<file path="src/rtl/wide_add_sequencer.sv">
// Multi-cycle wide adder: adds WIDTH-bit operands one CHUNK-bit slice per clock, LSB first,
// with a registered inter-slice carry and valid/ready handshakes on both sides.
module wide_add_sequencer #(
  parameter int unsigned WIDTH = 128,
  parameter int unsigned CHUNK = 32
) (
  input  logic             clk,
  input  logic             reset,
  input  logic             in_valid,
  output logic             in_ready,
  input  logic [WIDTH-1:0] a,
  input  logic [WIDTH-1:0] b,
  input  logic             cin,
  output logic             out_valid,
  input  logic             out_ready,
  output logic [WIDTH-1:0] sum,
  output logic             cout
);

  localparam int unsigned NCHUNK = WIDTH / CHUNK;
  localparam int unsigned IDXW   = (NCHUNK > 1) ? $clog2(NCHUNK) : 1;

  if ((WIDTH % CHUNK) != 0 || WIDTH == 0) begin : g_bad_width
    $error("wide_add_sequencer: WIDTH must be a non-zero multiple of CHUNK");
  end

  typedef enum logic [1:0] {StIdle, StRun, StDone} state_e;

  state_e           state_q;
  logic [WIDTH-1:0] a_q, b_q, work_q;
  logic             carry_q;
  logic [IDXW-1:0]  idx_q;

  logic [CHUNK:0]         chunk_sum;
  logic [WIDTH+CHUNK-1:0] work_shift;
  logic [WIDTH-1:0]       work_d;
  logic                   last_chunk;

  // Operands shift right each RUN edge, so the adder always reads the low slice and no
  // variable-index mux sits in front of it; finished slices enter the working sum from the top.
  assign chunk_sum  = {1'b0, a_q[CHUNK-1:0]} + {1'b0, b_q[CHUNK-1:0]} + {{CHUNK{1'b0}}, carry_q};
  assign work_shift = {chunk_sum[CHUNK-1:0], work_q};
  assign work_d     = work_shift[WIDTH+CHUNK-1:CHUNK];
  assign last_chunk = (idx_q == IDXW'(NCHUNK - 1));

  assign in_ready  = (state_q == StIdle);
  assign out_valid = (state_q == StDone);

  always_ff @(posedge clk) begin
    if (reset) begin
      state_q <= StIdle;
      a_q     <= '0;
      b_q     <= '0;
      work_q  <= '0;
      carry_q <= 1'b0;
      idx_q   <= '0;
      sum     <= '0;
      cout    <= 1'b0;
    end else begin
      unique case (state_q)
        StIdle: begin
          if (in_valid) begin
            a_q     <= a;
            b_q     <= b;
            carry_q <= cin;
            idx_q   <= '0;
            work_q  <= '0;
            state_q <= StRun;
          end
        end
        StRun: begin
          a_q     <= a_q >> CHUNK;
          b_q     <= b_q >> CHUNK;
          work_q  <= work_d;
          carry_q <= chunk_sum[CHUNK];
          if (last_chunk) begin
            sum     <= work_d;
            cout    <= chunk_sum[CHUNK];
            state_q <= StDone;
          end else begin
            idx_q <= idx_q + IDXW'(1);
          end
        end
        StDone: begin
          if (out_ready) state_q <= StIdle;
        end
        default: state_q <= StIdle;
      endcase
    end
  end

endmodule

</file>
<file path="config.mk">
export PLATFORM = sky130hd
export DESIGN_NAME = wide_add_sequencer
export DESIGN_NICKNAME = d
export VERILOG_FILES = /design/src/rtl/wide_add_sequencer.sv
export SDC_FILE = /design/constraint.sdc
export NUM_CORES = 1
export LEC_CHECK = 0
export BUFFER_PORTS_ARGS = -buffer_cell sky130_fd_sc_hd__buf_2
export CAP_MARGIN = 20
export CORE_ASPECT_RATIO = 0.5
export CORE_MARGIN = 2
export CORE_UTILIZATION = 40
export CTS_CLUSTER_DIAMETER = 200
export CTS_CLUSTER_SIZE = 8
export DETAILED_ROUTE_END_ITERATION = 16
export PLACE_DENSITY = 0.7
export SYNTH_ARGS = -nofsm -noshare
export SYNTH_HDL_FRONTEND = slang
export SYNTH_SLANG_ARGS = --single-unit
</file>
<file path="constraint.sdc">
create_clock -name clk -period 2.6 [get_ports clk]
set_input_delay 0.39 -clock clk [delete_from_list [all_inputs] [get_ports clk]]
set_output_delay 0.39 -clock clk [all_outputs]
set_load 0.05 [all_outputs]
</file>
# ---- Yosys cells after proc, flatten, opt, wreduce, memory -nomap -nowiden
# Cells that the tools add are included.
dict set report op_classes {
  n_reduce_logical 6
  n_addsub 3
  n_mux 15
  n_eq_ne 7
}
# op n
set op_table {}
lappend op_table {{128-bit one-hot mux with 2 select lines} 3}
lappend op_table {{128-bit two-way mux} 3}
lappend op_table {{32-bit by 32-bit adder with 33-bit output} 1}
lappend op_table {{33-bit by 1-bit adder with 33-bit output} 1}
lappend op_table {{2-bit two-way mux} 5}
lappend op_table {{2-bit != test (second input constant)} 3}
lappend op_table {{2-bit one-hot mux with 3 select lines} 1}
lappend op_table {{3-bit AND reduction} 2}
lappend op_table {{2-bit == test (second input constant)} 2}
lappend op_table {{2-bit one-hot mux with 2 select lines} 1}
lappend op_table {{2-bit AND reduction} 2}
lappend op_table {{2-bit by 1-bit adder with 2-bit output (second input constant)} 1}
lappend op_table {{2-bit by 1-bit == test with 1-bit output (second input constant)} 1}
lappend op_table {{2-bit logical NOT} 1}
lappend op_table {{2-bit by 1-bit != test with 1-bit output (second input constant)} 1}
lappend op_table {{1-bit one-hot mux with 2 select lines} 1}
lappend op_table {{2-bit nonzero test} 1}
lappend op_table {{1-bit two-way mux} 1}
dict set report totals {
  input_bits 261
  ff_bits 518
  wordCells 39
  output_inout_bits 131
}

# ---- Longest topological paths before layout
dict set report logic_depth {
  ltp_word 3
  ltp_mapped 10
  ltp_nobuf 9
}

# ---- Worst setup path after synthesis
# No wires, ideal clock.
dict set report synth_timing {
  kind {register to register}
  from {register a_q[0]}
  to {register work_q[114]}
  arrival_time_ps 2475
  path_stages_with_launch 9
  path_buffers 0
  required_ps 2483
  path_slack_ps 8
  period_less_slack_ps 2592
  setup_ps 117
  path_cell_list {dfxtp_1 > fa_1 > fa_1 > a21o_2 > nand4_1 > a21bo_2 > nor4_4 > or4_1 > a32o_1}
}
dict set report synth_via {
  elab_chain_cells 3
}
# element line
set synth_rtl {}
lappend synth_rtl {{start, declared} 30} ;# logic [WIDTH-1:0] a_q, b_q, work_q;
lappend synth_rtl {{start signal, assigned} 72} ;# a_q <= a_q >> CHUNK;
lappend synth_rtl {{32-bit by 32-bit adder with 33-bit output} 41} ;# assign chunk_sum = {1'b0, a_q[CHUNK-1:0]} + {1'b0, b_q[CHUNK-1:0]} + {{CHUNK{1'b0}}, carry_q};
lappend synth_rtl {{33-bit by 1-bit adder with 33-bit output} 41}
lappend synth_rtl {{128-bit one-hot mux with 2 select lines} 60} ;# unique case (state_q)
lappend synth_rtl {{end signal, assigned} 74} ;# work_q <= work_d;
lappend synth_rtl {{end, declared} 30}
# No other way between the ends.
# A chain may end at the register's enable or synchronous reset.

# ---- Worst setup path after layout
dict set report layout_timing {
  from {register carry_q}
  to {register sum[127]}
}
dict set report layout_via {
  elab_chain_cells 1
}
# element line
set layout_rtl {}
lappend layout_rtl {{start, declared} 31} ;# logic carry_q;
lappend layout_rtl {{start signal, assigned} 65} ;# carry_q <= cin;
lappend layout_rtl {{start signal, assigned} 75} ;# carry_q <= chunk_sum[CHUNK];
lappend layout_rtl {{33-bit by 1-bit adder with 33-bit output} 41}
lappend layout_rtl {{end signal, assigned} 77} ;# sum <= work_d;
lappend layout_rtl {{end, declared} 16} ;# output logic [WIDTH-1:0] sum,
# No other way between the ends.

==> flow_summary.yaml <==
detailed_routing:
  avgViaCountPerCell: 5.53
  vias: 19266
  first_iter_violations: 1869
  drc: 0
  dr.pass1.iters: 6
  routed_wirelength_um: 66200
  wire_per_inst_um: 19.0
  postRouteAntennaNets: 0
run_status:
  outcome: "finished, violations left"
  violations: "negative setup slack"
global_route:
  met1_usage: 0.331
  track_usage: 0.244
  antenna_found_initial: 25
  grt_use_met3: 0.0378
  grtUsageMet2: 0.388
  grt_pass1_wl_um: 101000
  first_global_vias: 17752
  busiest_layer: "met2"
  overflow: 0
  grt_max_degree: 164
power_and_ir_drop:
  cellPowerDensity_mw_per_mm2: 748
  swShare: 0.270
  peakVddDrop_mv: 0.414
  p_int_w: 0.0136
  seq_power_share: 0.437
  total_leakage_power_nw: 10.4
  power_frac_clock: 0.434
  power_switching_w: 0.00502
  combPwrFrac: 0.129
timing:
  fin_crit_sh: 1.02
  hold_viol: 0
  final_max_slew_viol_count: 0
  hold_slack_ns: 0.0510
  fmax_ghz: 0.377
  skew_ns: 0.0147
  setup_viol: 4
  max-slew-margin-rel: 0.319
  postLayoutSetupSlackWorst_ns: -0.0491
  rsz0062_at_grt: "yes"
  tightest_slew_ns: 1.02
  period_needed_ns: 2.65
cells_and_area:
  area_growth_syn_to_layout_pct: 23.8
  finalNonFillerCells: 3484
  utilization: 0.507
  nets: 3101
  drive_gt1_frac: 0.207
clock_tree:
  clkLatencyLatePin_ns: 0.59
  htree_levels: 3
  clk_pin_slew_ns: 0.05
  tritoncts: "built"
  cts_num_sinks: 486
  cts.path.max_buffers: 3
  hold_buffers: 0
  clock-root-buffer: "clkbuf_16"
  cts_made_buffers: 70
floorplanning:
  dieArea_sq_mm: 0.0521
  die_w_um: 321
  die_h_um: 162
  start_util: 0.410
  ios: 392
  core_sq_mm: 0.0490
  num_rows: 57
yosys:
  synth-warning-count: 0
  syn-instance-count: 2483
  synth_area_sq_mm: 0.0201
  syn-mean-instance-area_sq_um: 8.08
  synthesis.nets: 2778
  synth_seq_area_share: 0.485
  synth-seq-cells: 486
  synth_edf_count: 0
  ys_types: 71
  ys_async_sr_fraction: 0
  yosys_most_used_dff: "dfxtp_1"
critical_path:
  r2r_start: "carry_q"
  crit_fanout: 3
  cp_slowest_stage_delay_ns: 0.51
  critPathRequiredTime_ns: 3.04
  cp.arrival_ns: 3.09
  critical_path.startpoint: "carry_q"
  path_cells: "fa_2, buf_6, a211oi_4, o211ai_4, a2111oi_4, nor2_4, a41oi_2, mux2i_2, a31oi_1"
  worst-r2r-cell-count: 9
  reg2reg_slack_ns: -0.05
  crit_path_top_delay_cell: "a2111oi_4"
  cp-end-kind: "flop"
  reg2reg_to: "sum[127]"
  start_kind: "flop"
  worstSetupPathType: "flop to flop"
  cp-endpoint: "sum[127]"
flow_run:
  cap_violations: 0
place:
  dp_cells: 3381
  hpwl_um: 46100
  portBuffers: 391
  gp_congestion: 0.848
  dp_slack_ns: -0.219
hold_path:
  min_path_cells: 3
  hp-class: "input pin to flop"
## cell usage after synthesis (all sizes together), types with 5 or more instances
cell	number	area share
o31ai	7	0.0029
a22oi	145	0.054
nor2b	7	0.0022
nand4	11	0.0034
nand2	659	0.12
buf	30	0.0060
xnor2	8	0.0035
nor2	372	0.070
a21o	10	0.0038
nor3	17	0.0048
o211ai	7	0.0033
ha	32	0.020
a211oi	9	0.0049
xor2	15	0.0065
a21oi	156	0.039
clkbuf	182	0.034
mux2i	6	0.0030
o21ai	32	0.0080
dfxtp	486	0.48
a31oi	7	0.0022
and3	8	0.0025
inv	10	0.0019
nor4	5	0.0023
nand3	9	0.0022
a311oi	192	0.084
## cell families (layout without fill, tap and decap cells)
kind of cell,after synthesis,in the layout,share of synthesized area
muxes,6,6,0.00299
and+or+nand+nor,1108,1108,0.218
adders and majority gates,34,34,0.0219
DFF,486,486,0.485
AOI/OAI and AO/OA,604,604,0.221
xor gates and xnor gates,23,23,0.0100
buffers and inverters,222,551,0.0419
other,0,23,0
## state kept, by name, summed over array words and instances, names as in the netlist
register / count
work_q: 96
state_q: 2
cout: 1
sum: 128
b_q: 128
idx_q: 2
carry_q: 1
a_q: 128
## per-layer routing
layer / vias up / wire, um
li1: 9331 / -
met4: 4 / 2070
met2: 632 / 31000
met3: 127 / 3450
met5: - / 18
met1: 9172 / 29600
## layout by cell type (no fill, tap or decap), types with 4 or more instances in the layout
| cell | instances |
|---|---|
| nor2b_1 | 6 |
| o211ai_1 | 6 |
| buf_4 | 55 |
| o21ai_0 | 24 |
| o31ai_1 | 4 |
| diode_2 | 23 |
| nor4_1 | 4 |
| mux2i_1 | 5 |
| and3_1 | 8 |
| ha_1 | 32 |
| a22oi_1 | 144 |
| nor2_1 | 370 |
| inv_1 | 10 |
| nand3_1 | 9 |
| nand4_1 | 11 |
| a21oi_1 | 153 |
| xor2_1 | 12 |
| xnor2_1 | 8 |
| dfxtp_1 | 485 |
| nand2_1 | 657 |
| a21o_1 | 9 |
| a22o_1 | 4 |
| o21ai_1 | 8 |
| buf_12 | 15 |
| o21a_1 | 4 |
| a211oi_1 | 5 |
| buf_2 | 390 |
| clkbuf_16 | 70 |
| a311oi_1 | 192 |
| nor3_1 | 15 |
| a31oi_1 | 6 |
## power by group through the flow
| stage | Sequential (W) | Clock (W) | Combinational [W] |
|---|---|---|---|
| floorplan | 0.00816 | 0 | 0.00151 |
| global placement | 0.00825 | 0 | 0.00230 |
| detailed placement | 0.00826 | 0 | 0.00231 |
| CTS | 0.00812 | 0.00820 | 0.00234 |
| global route | 0.00816 | 0.00854 | 0.00262 |
| finish | 0.00812 | 0.00806 | 0.00239 |
## worst max-delay path: cells and delay by family, from the launching register on
family / cells / cell delay, ns
buffers and inverters: 1 / 0.14
flip-flops: 1 / 0.33
multiplexers: 1 / 0.25
AND/OR/NAND/NOR: 1 / 0.11
AO/OA/AOI/OAI: 5 / 1.27
adder cells (fa/ha/maj): 1 / 0.40
## cell type report
type / count / area [sq um]
fill: 4686 / 24100
sequential: 486 / 9730
multi-input combinational: 1775 / 9650
timing repair buffer: 463 / 2700
clock buffer: 71 / 1770
tap: 649 / 812
clock inverter: 7 / 95.1
antenna: 23 / 57.6
inverter: 10 / 37.5
## how the worst min path moves through the flow
stage / start / endpoint / slack [ns]
5_1_grt: a[104] / a_q[104] / 0.05
3_3_place_gp: work_q[47] / sum[15] / 0.44
6_report: b[121] / b_q[121] / 0.05
2_1_floorplan: work_q[32] / sum[0] / 0.43
3_5_place_dp: work_q[47] / sum[15] / 0.44
4_1_cts: b[121] / b_q[121] / 0.02
## through the flow
step	TNS [ns]	instance area [sq um]	total power [W]
after floorplan	0	20100	0.00967
after global placement	-0.494	22800	0.0105
after detailed placement	-1.00	22800	0.0106
after CTS	0	24700	0.0187
after global routing	-0.967	24800	0.0193
final	-0.114	24800	0.0186
## what timing repair did
action | CTS | global route
setup buffers | 1 | 1
endpoints found under the setup margin | 16 | 22
pin swaps | 6 | 15
gates resized for setup | 5 | 20
Power figures use the tool's default switching activity.
